$ cat config.mk
export PLATFORM = sky130hd
export DESIGN_NAME = ara_apb_arbiter
export DESIGN_NICKNAME = d
export VERILOG_FILES = /design/src/rtl/ara_apb_arb_pkg.sv /design/src/rtl/ara_apb_rr_arbiter.sv /design/src/rtl/ara_apb_arbiter.sv
export SDC_FILE = /design/constraint.sdc
export NUM_CORES = 1
export LEC_CHECK = 0
export ABC_AREA = 1
export ABC_CLOCK_PERIOD_IN_PS = 5800
export CAP_MARGIN = 10
export CORE_AREA = 2 2 133 161
export DETAILED_ROUTE_END_ITERATION = 6
export DIE_AREA = 0 0 135 163
export GPL_TIMING_DRIVEN = 0
export MAX_ROUTING_LAYER = met4
export REMOVE_ABC_BUFFERS = 1
export SLEW_MARGIN = 30
export SYNTH_ARGS = -nofsm -noshare
export SYNTH_HDL_FRONTEND = slang
export SYNTH_SLANG_ARGS = --single-unit
export TNS_END_PERCENT = 5
$ cat constraint.sdc
create_clock -name clk_i -period 5.8 [get_ports clk_i]
set_input_delay 0.87 -clock clk_i [delete_from_list [all_inputs] [get_ports clk_i]]
set_output_delay 0.87 -clock clk_i [all_outputs]
set_load 0.03 [all_outputs]
$ cat src/rtl/ara_apb_arb_pkg.sv
// Shared types for the APB round-robin arbiter: FSM states, latched request
// record and default timeout.
package ara_apb_arb_pkg;

  localparam int unsigned ArbAddrWidth      = 32;
  localparam int unsigned ArbDataWidth      = 32;
  localparam int unsigned ArbDefaultTimeout = 256;

  typedef enum logic [1:0] {
    StIdle   = 2'd0,
    StSetup  = 2'd1,
    StAccess = 2'd2,
    StResp   = 2'd3
  } apb_arb_state_e;

  // Widest supported request; narrower parameterisations use the low bits.
  typedef struct packed {
    logic                    write;
    logic [ArbAddrWidth-1:0] addr;
    logic [ArbDataWidth-1:0] wdata;
  } apb_arb_req_t;

endpackage

$ cat src/rtl/ara_apb_rr_arbiter.sv
// Combinational round-robin pick: first valid requester above ptr_i, wrapping,
// so the most recently served requester ends up last in line.
module ara_apb_rr_arbiter #(
  parameter int unsigned NrReq = 2,
  parameter int unsigned IdxW  = (NrReq > 1) ? $clog2(NrReq) : 1
) (
  input  logic [NrReq-1:0] valid_i,
  input  logic [IdxW-1:0]  ptr_i,
  output logic [NrReq-1:0] grant_o,
  output logic [IdxW-1:0]  idx_o
);

  logic            found;
  logic [IdxW-1:0] cand;

  always_comb begin
    grant_o = '0;
    idx_o   = '0;
    found   = 1'b0;
    cand    = '0;
    for (int off = 1; off <= int'(NrReq); off++) begin
      cand = IdxW'((int'(ptr_i) + off) % int'(NrReq));
      if (!found && valid_i[cand]) begin
        found         = 1'b1;
        grant_o[cand] = 1'b1;
        idx_o         = cand;
      end
    end
  end

endmodule

$ cat src/rtl/ara_apb_arbiter.sv
// Shares one APB slave port between NrReq valid/ready requesters with
// round-robin grants. Optional ACCESS timeout: define ARA_APB_ARB_TIMEOUT_EN.
module ara_apb_arbiter
  import ara_apb_arb_pkg::*;
#(
  parameter int unsigned NrReq         = 2,
  parameter int unsigned AddrWidth     = ArbAddrWidth,
  parameter int unsigned DataWidth     = ArbDataWidth,
  parameter int unsigned TimeoutCycles = ArbDefaultTimeout
) (
  input  logic                       clk_i,
  input  logic                       rst_i,
  input  logic [NrReq-1:0]           req_valid_i,
  output logic [NrReq-1:0]           req_ready_o,
  input  logic [NrReq-1:0]           req_write_i,
  input  logic [NrReq*AddrWidth-1:0] req_addr_i,
  input  logic [NrReq*DataWidth-1:0] req_wdata_i,
  output logic [NrReq-1:0]           rsp_valid_o,
  output logic [DataWidth-1:0]       rsp_rdata_o,
  output logic                       rsp_err_o,
  output logic                       apb_psel_o,
  output logic                       apb_penable_o,
  output logic                       apb_pwrite_o,
  output logic [AddrWidth-1:0]       apb_paddr_o,
  output logic [DataWidth-1:0]       apb_pwdata_o,
  input  logic [DataWidth-1:0]       apb_prdata_i,
  input  logic                       apb_pready_i,
  input  logic                       apb_pslverr_i
);

  localparam int unsigned IdxW = (NrReq > 1) ? $clog2(NrReq) : 1;

  if (NrReq < 1 || TimeoutCycles < 1 ||
      AddrWidth > ArbAddrWidth || DataWidth > ArbDataWidth) begin : gen_param_check
    $error("ara_apb_arbiter: unsupported parameter combination");
  end

  apb_arb_state_e       state_q, state_d;
  logic [IdxW-1:0]      ptr_q, ptr_d;
  logic [IdxW-1:0]      gnt_q, gnt_d;
  apb_arb_req_t         req_q, req_d;
  logic [DataWidth-1:0] rdata_q, rdata_d;
  logic                 err_q, err_d;
  logic [NrReq-1:0]     grantOh;
  logic [IdxW-1:0]      grantIdx;
  logic                 inTransfer;

`ifdef ARA_APB_ARB_TIMEOUT_EN
  localparam int unsigned CntW = (TimeoutCycles > 1) ? $clog2(TimeoutCycles) : 1;
  logic [CntW-1:0] cnt_q, cnt_d;
`endif

  ara_apb_rr_arbiter #(
    .NrReq (NrReq),
    .IdxW  (IdxW)
  ) u_rr (
    .valid_i (req_valid_i),
    .ptr_i   (ptr_q),
    .grant_o (grantOh),
    .idx_o   (grantIdx)
  );

  // Ready is masked during reset so nobody believes a request was taken
  // while the state register is held.
  always_comb begin
    state_d     = state_q;
    ptr_d       = ptr_q;
    gnt_d       = gnt_q;
    req_d       = req_q;
    rdata_d     = rdata_q;
    err_d       = err_q;
    req_ready_o = '0;
    rsp_valid_o = '0;
`ifdef ARA_APB_ARB_TIMEOUT_EN
    cnt_d       = cnt_q;
`endif
    case (state_q)
      StIdle: begin
        if (|req_valid_i) begin
          if (!rst_i) req_ready_o = grantOh;
          gnt_d       = grantIdx;
          req_d.write = req_write_i[grantIdx];
          req_d.addr  = ArbAddrWidth'(req_addr_i[int'(grantIdx)*AddrWidth +: AddrWidth]);
          req_d.wdata = ArbDataWidth'(req_wdata_i[int'(grantIdx)*DataWidth +: DataWidth]);
          state_d     = StSetup;
        end
      end
      StSetup: begin
        state_d = StAccess;
`ifdef ARA_APB_ARB_TIMEOUT_EN
        cnt_d   = '0;
`endif
      end
      StAccess: begin
        if (apb_pready_i) begin
          rdata_d = req_q.write ? '0 : apb_prdata_i;
          err_d   = apb_pslverr_i;
          state_d = StResp;
        end
`ifdef ARA_APB_ARB_TIMEOUT_EN
        // A pready in the final allowed cycle still completes normally.
        else if (cnt_q == CntW'(TimeoutCycles - 1)) begin
          rdata_d = '0;
          err_d   = 1'b1;
          state_d = StResp;
        end else begin
          cnt_d = cnt_q + 1'b1;
        end
`endif
      end
      StResp: begin
        rsp_valid_o[gnt_q] = 1'b1;
        ptr_d              = gnt_q;
        state_d            = StIdle;
      end
      default: state_d = StIdle;
    endcase
  end

  always_ff @(posedge clk_i or posedge rst_i) begin
    if (rst_i) begin
      state_q <= StIdle;
      ptr_q   <= IdxW'(NrReq - 1);
      gnt_q   <= '0;
      req_q   <= '0;
      rdata_q <= '0;
      err_q   <= 1'b0;
`ifdef ARA_APB_ARB_TIMEOUT_EN
      cnt_q   <= '0;
`endif
    end else begin
      state_q <= state_d;
      ptr_q   <= ptr_d;
      gnt_q   <= gnt_d;
      req_q   <= req_d;
      rdata_q <= rdata_d;
      err_q   <= err_d;
`ifdef ARA_APB_ARB_TIMEOUT_EN
      cnt_q   <= cnt_d;
`endif
    end
  end

  assign inTransfer    = (state_q == StSetup) || (state_q == StAccess);
  assign apb_psel_o    = inTransfer;
  assign apb_penable_o = (state_q == StAccess);
  assign apb_pwrite_o  = inTransfer & req_q.write;
  assign apb_paddr_o   = inTransfer ? AddrWidth'(req_q.addr) : '0;
  assign apb_pwdata_o  = inTransfer ? DataWidth'(req_q.wdata) : '0;
  assign rsp_rdata_o   = (state_q == StResp) ? rdata_q : '0;
  assign rsp_err_o     = (state_q == StResp) & err_q;

endmodule

==> results.md, run 1 <==
* Status: finished, violations left
* Violated checks: design-rule violations
* Critical Path Sink: req_ready_o[1]
* Met1 Wirelength at 7880 microns
* Highest metal used: met4
* CTS tree: yes
* Maximum VDD drop at 0.246 mV
* Crit. End Element: primary output
* Final core utilization at 0.454
* Final setup vio count at 0
* Req. time, crit path at 4.93 ns
* Min Tclk post-route at ~4.2 ns
* Remaining antenna violation count at 0
* DRC Markers at 4
* Initial Utilization at 0.295
* Layout Nets at approximately 1.4k
* Synth unique cells at 14
* Cell Area, Placed at 9060 sq um
* Cell depth of the worst flop-to-flop path at 8
* Pins Over Slew Limit at 0
* Leading area contributor after synthesis: dfrtp_1
* Synthesized area at 6080 sq um
* Total Power at 4.91 mW
* Register area share after synthesis at 0.420
* Fin Clk Skew at 0.00793 ns
* Met2 wire len at about 9000 microns
* Via count at around 6.2k
* P_leak at 5.38 nW
* Setup bufs post-CTS at 0
* Maximum clock frequency at 0.236 GHz
* Die Span Y at 163 microns
* Fin crit share at 0.730
* CTS sink count at 102
* CP max FO at 37
* P&R area growth vs syn at 54.1%
* # IOs at 272
* Worst-case clock buffer depth at 2
* DR pass1 iterations at 7
* Buffers added on ports at 271
* Worst min-delay path class: reg2reg
* R2r startpoint: state_q[0]
* Most common cell after layout, fill and taps aside: nand2_1
* Global-route wire length before repair at 30300 microns
* Worst relative slew slack at 0.512
* Max Cap Viol at 0
* Ranking of synthesized cells by area: dfrtp_1 42%, nand2_1 23%, inv_1 15%, nand3_1 11%, o21ai_0 2.8%
* Number of fillers in the final layout at 2149
* Fin Hold WS at 0.479 ns
* Yosys top cell area share at 0.416
* Crit path from: req_valid_i[1]
* # resized after CTS at 0
* Area of the core at approximately 21000 sq um
* Number of global-route vias before repair at 5983
* #FFs+latches synth at just over 100
* N_diodes at 0
* Die Span X at ~140 microns
* Final Cell Area at 9360 sq um
* Clock latency on the worst-skew pair at 0.35 ns
* WP data arrival at roughly 3.4 ns
* R2R setup slack at between 3 and 4 ns
* Via density at ~4.2
* Clock buffers created by TritonCTS at 9
* Largest net degree at the start of global routing at 67
* Gate Count Post-Synth at 947
* Global placement routability congestion at around 0.76
* CTS clk-pin slew, worst paths at ~0.070 ns
* Met3 WL at ~1500 microns
* DP Wirelength at 13400 microns
* Reg2reg end: req_q[23]
* Final WL at 18600 microns
* Post-Layout Cell Count at between 1k and 1.5k
* Final Hold Fails at 0
* Layout cells sized above 1 at 0.0303
* WL per Instance at roughly 13 microns
* Row count at 58
* H-tree depth at 3
* Kind of critical path: in2out
* Ys Warns at 0
* 1st-iter DRT viols at approximately 280
* Initial antenna violation count at 0
* Unrepaired setup endpoints after global routing: false
* Total global routing track utilization at 0.177
* GRT overflow at 0
* Worst Tran Pin Value at ~0.73 ns
* Pwr Density at about 520 nW/um^2
* Full die area at about 22000 sq um
* Crit start category: input pin
* Mean post-synth cell area at 6.42 sq um
* Most frequent cells in the layout: 368 x nand2_1, 271 x clkdlybuf4s50_1, 235 x inv_1
* CTS Root Buffer Type: clkbuf_16
* DP Cell Count at 1441
* Hold_buf cts at 0
==> final cells by class <==
| class | count | area (sq um) | area share |
|---|---|---|---|
| sequential | 102 | 2550 | 0.273 |
| clock inverter | 4 | 55.1 | 0.00588 |
| inverter | 240 | 911 | 0.0973 |
| clock buffer | 12 | 246 | 0.0263 |
| tap | 270 | 338 | 0.0361 |
| timing repair buffer | 280 | 2900 | 0.310 |
| multi-input combinational | 549 | 2360 | 0.252 |
==> cells by family (layout without fill, tap and decap cells) <==
family,count (synthesis),in the layout,share of synthesized area
buffers and inverters,296,536,0.199
adders and majority gates,4,4,0.00824
AOI/OAI and AO/OA,35,35,0.0294
DFF,102,102,0.420
and+or+nand+nor,510,510,0.343
==> how the worst min path moves through the flow <==
stage | slack (ns) | cells past startpoint | to | start
5_1_grt | 0.50 | 2 | req_q[50] | req_q[50]
4_1_cts | 0.48 | 2 | err_q | err_q
6_report | 0.48 | 2 | err_q | err_q
3_3_place_gp | 0.46 | 2 | err_q | err_q
2_1_floorplan | 0.44 | 2 | err_q | err_q
3_5_place_dp | 0.47 | 2 | req_q[2] | req_q[2]
==> cell usage after synthesis, drive strengths merged <==
library cell / count
nor2: 4
nand3: 134
inv: 240
a21oi: 1
dfstp: 1
dfrtp: 101
nand2: 372
ha: 4
buf: 36
clkbuf: 20
o21ai: 34
==> metal layers <==
layer | global-route usage | up-vias
met5 | - | -
met4 | 0.0497 | 0
met3 | 0.0430 | 21
met2 | 0.300 | 210
met1 | 0.210 | 2736
li1 | - | 3207
==> registers in the layout, indices dropped and copies added (netlist names) <==
signal   cells
err_q        1
ptr_q        1
state_q      2
req_q       65
gnt_q        1
rdata_q     32
==> where the power goes <==
part / total [mW] / internal, mW / switching (mW)
registers: 1.22 / 1.05 / 0.168
clock network: 0.626 / 0.350 / 0.276
logic: 3.07 / 1.17 / 1.90
==> stage by stage <==
step           setup slack (ns)  setup TNS, ns
6_report                   1.57              0
5_1_grt                    1.44              0
4_1_cts                    1.55              0
3_5_place_dp               1.56              0
3_3_place_gp              -2.11         -47.66
2_1_floorplan              1.14              0
==> worst max-delay path, stage by stage <==
cell,delay (ns)
clkdlybuf4s50_1,0.63
nand2_4,0.26
nand2_4,0.39
buf_12,0.27
nand2_1,0.13
nor2_1,0.12
clkdlybuf4s50_1,0.68
No activity file was read; power rests on OpenSTA's default activity.
==> run 2: changes to the inputs <==
Settings changed: ABC_CLOCK_PERIOD_IN_PS 5800 to 3900.
Clock period 5.8 ns to 3.9 ns, I/O delays scaled along.
==> results of run 2 <==
The final DEF is identical to that of run 1. Status: finished, violations left: design-rule violations.
Among the figures that moved: setup slack after placement 1.56 ns -> 0.230 ns; setup slack after layout 1.57 ns -> 0.238 ns; register-to-register setup slack 3.81 ns -> 1.91 ns; total power 4.91 mW -> 7.30 mW; worst IR drop on VDD 0.246 mV -> 0.365 mV
==> run 3: changes to the inputs <==
Settings changed: CORE_AREA 2 2 133 161 to 2 2 187 116, DIE_AREA 0 0 135 163 to 0 0 189 118.
==> run 3 against run 2 <==
  * The flow now finishes without violations
  * Critical path depth did not move
  * Via count rose by 0.58%
  * Global-route usage rose by 1.0 points
  * Fmax rose by 0.37%
  * Die area rose by 1.3%
  * Sequential share of layout area fell by 0.22 points
  * First-iteration DRC count rose by 11%
  * Core utilization rose by 0.46 points
  * Combinational power rose by 2%
  * Sequential power barely moved
  * Worst setup slack improved by 0.014 ns
  * Critical endpoint unchanged
  * Largest cell class unchanged
  * Largest power group unchanged
==> results.md, run 3 (same netlist as run 1, synthesis figures left out) <==
* Status: complete, no violations (was finished, violations left)
* Clock buffers created by TritonCTS at 9 (unchanged)
* Kind of critical path: in2out (unchanged)
* Row count at 41 (was 58)
* Slowest cell delay on critical path at 0.67 ns (was 0.68 ns)
* Cell Area, Placed at 9080 sq um (was 9060 sq um)
* P&R area growth vs syn at 55.3% (was 54.1%)
* Crit. End Element: primary output (unchanged)
* Pwr Density at 797 nW/um^2 (was 780 nW/um^2)
* GRT overflow at 0 (unchanged)
* 1st-iter DRT viols at 313 (was 283)
* Via count at 6210 (was 6174)
* Final setup vio count at 0 (unchanged)
* Final Cell Area at 9440 sq um (was 9360 sq um)
* Slowest cell on the critical path: clkdlybuf4s50_1 (unchanged)
* Most common cell after layout, fill and taps aside: nand2_1 (unchanged)
* Maximum VDD drop at 0.549 mV (was 0.365 mV)
* Layout cells sized above 1 at 0.0304 (was 0.0303)
* Max Cap Viol at 0 (unchanged)
* Fin Clk Skew at 0.00762 ns (was 0.00793 ns)
* Max reg flops at 65 (unchanged)
* Worst-path cell chain: clkdlybuf4s50_1 -> nand2_4 -> buf_12 -> nand2_4 -> nand2_1 -> nor2_1 -> clkdlybuf4s50_1 (was clkdlybuf4s50_1 -> nand2_4 -> nand2_4 -> buf_12 -> nand2_1 -> nor2_1 -> clkdlybuf4s50_1)
* DP Wirelength at 13800 microns (was 13400 microns)
* Pins Over Slew Limit at 0 (unchanged)
* Worst Tran Pin Value at 0.760 ns (was 0.733 ns)
* Full die area at 22300 sq um (was 22000 sq um)
* Hold_buf cts at 0 (unchanged)
* Setup tns final at 0 ns (unchanged)
* Die Span X at 189 microns (was 135 microns)
* WP data arrival at 3.06 ns (was 3.08 ns)
* Largest net degree at the start of global routing at 67 (unchanged)
* # IOs at 272 (unchanged)
* WL per Instance at 13.5 microns (was 12.8 microns)
* Fin crit share at 0.936 (was 0.939)
* P_leak at 5.42 nW (was 5.38 nW)
* Number of global-route vias before repair at 6066 (was 5983)
* Most frequent cells in the layout: 368 x nand2_1, 271 x clkdlybuf4s50_1, 235 x inv_1 (unchanged)
* Layout Nets at 1353 (was 1354)
* Largest regs: req_q (65), rdata_q (32), state_q (2) (unchanged)
* Via density at 4.24 (about the same)
* Clock latency on the worst-skew pair at 0.35 ns (about the same)
* Worst-case clock buffer depth at 2 (unchanged)
* CP max FO at 36 (was 37)
* N_diodes at 0 (unchanged)
* DRC Markers at 0 (was 4)
* H-tree depth at 3 (unchanged)
* Unrepaired setup endpoints after global routing: false (unchanged)
* Final core utilization at 0.459 (was 0.454)
* Total global routing track utilization at 0.187 (was 0.177)
* Crit start category: input pin (unchanged)
* Global-route wire length before repair at 32200 microns (was 30300 microns)
* Req. time, crit path at 3.31 ns (about the same)
* Reg with most FFs: req_q (unchanged)
* Initial antenna violation count at 0 (unchanged)
* Remaining antenna violation count at 0 (unchanged)
* DR pass1 iterations at 4 (was 7)
* Global placement routability congestion at 0.813 (was 0.763)
* Setup bufs post-CTS at 0 (unchanged)
* CTS clk-pin slew, worst paths at 0.07 ns (about the same)
* Worst relative slew slack at 0.493 (was 0.512)
* Final WL at 19800 microns (was 18600 microns)
* Die Span Y at 118 microns (was 163 microns)
* Area of the core at 20600 sq um (about the same)
* # resized after CTS at 0 (unchanged)
* CTS tree: yes (unchanged)
* Worst min-delay path class: reg2reg (unchanged)
* Maximum clock frequency at 0.274 GHz (was 0.273 GHz)
* Number of fillers in the final layout at 2118 (was 2149)
* Final Hold Fails at 0 (unchanged)
* CTS Root Buffer Type: clkbuf_16 (unchanged)
* CTS sink count at 102 (unchanged)
* Buffers added on ports at 271 (unchanged)
* Min Tclk post-route at 3.65 ns (was 3.66 ns)
* Initial Utilization at 0.295 (about the same)
-- run 3: cell count changes in the layout (fill, tap and decap cells not counted) --
cell and change:
clkbuf_1 -2, clkinvlp_4 -1, inv_6 -1, clkbuf_8 +2
buf_16 +2, buf_8 -2, clkinv_4 -1, nand2_2 -1
bufinv_16 +2, buf_12 -1, nand2_4 +1
-- run 3: layout make-up --
| cell class | instances | area (sq um) | area share |
|---|---|---|---|
| clock buffers | 12 | 267 | 0.0282 |
| clock inverters | 3 | 90.1 | 0.00955 |
| flip-flops and latches | 102 | 2550 | 0.271 |
| inverters | 240 | 911 | 0.0965 |
| well taps | 279 | 349 | 0.0370 |
| repair buffers | 279 | 2900 | 0.308 |
| multi-input cells | 549 | 2360 | 0.250 |
-- run 3: layer usage --
layer  vias up  routed length, microns  GRT usage
met5         -                       0          -
met3         8                    1700     0.0632
met2       200                    8240      0.279
met1      2796                    9740      0.249
li1       3206                       -          -
met4         0                     116     0.0337
-- run 3: path summary, 6_finish.rpt --
kind	from	endpoint	slack, ns	cells past startpoint
min in group asynchronous	rst_i	rdata_q[10]	0.64	2
worst min-delay path	err_q	err_q	0.47	2
worst min register to register	err_q	err_q	0.47	2
max in group asynchronous	rst_i	req_q[1]	2.62	3
worst max-delay path	req_valid_i[1]	req_ready_o[1]	0.25	7
worst max register to register	state_q[0]	req_q[43]	1.77	7
-- run 3: metrics by stage --
stage | power, mW | instances | hold slack [ns] | worst slack, ns
after detailed placement | 6.51 | 1449 | 0.463 | 0.228
after global placement | 6.35 | 1441 | 0.455 | -3.46
final | 7.52 | 1464 | 0.472 | 0.251
after global routing | 8.11 | 1464 | 0.491 | 0.0683
after CTS | 7.62 | 1464 | 0.479 | 0.223
after floorplan | 4.44 | 891 | 0.442 | -0.193
-- run 3: critical path: cells and delay by family --
kind          cells  cell delay (ns)
buf+inv           3             1.57
simple gates      4             0.88
-- run 3: power by group --
group          internal (mW)  leakage [nW]  switching, mW
Combinational           1.75          3.98           2.87
Clock                  0.677         0.175          0.407
Sequential              1.56          1.27          0.249
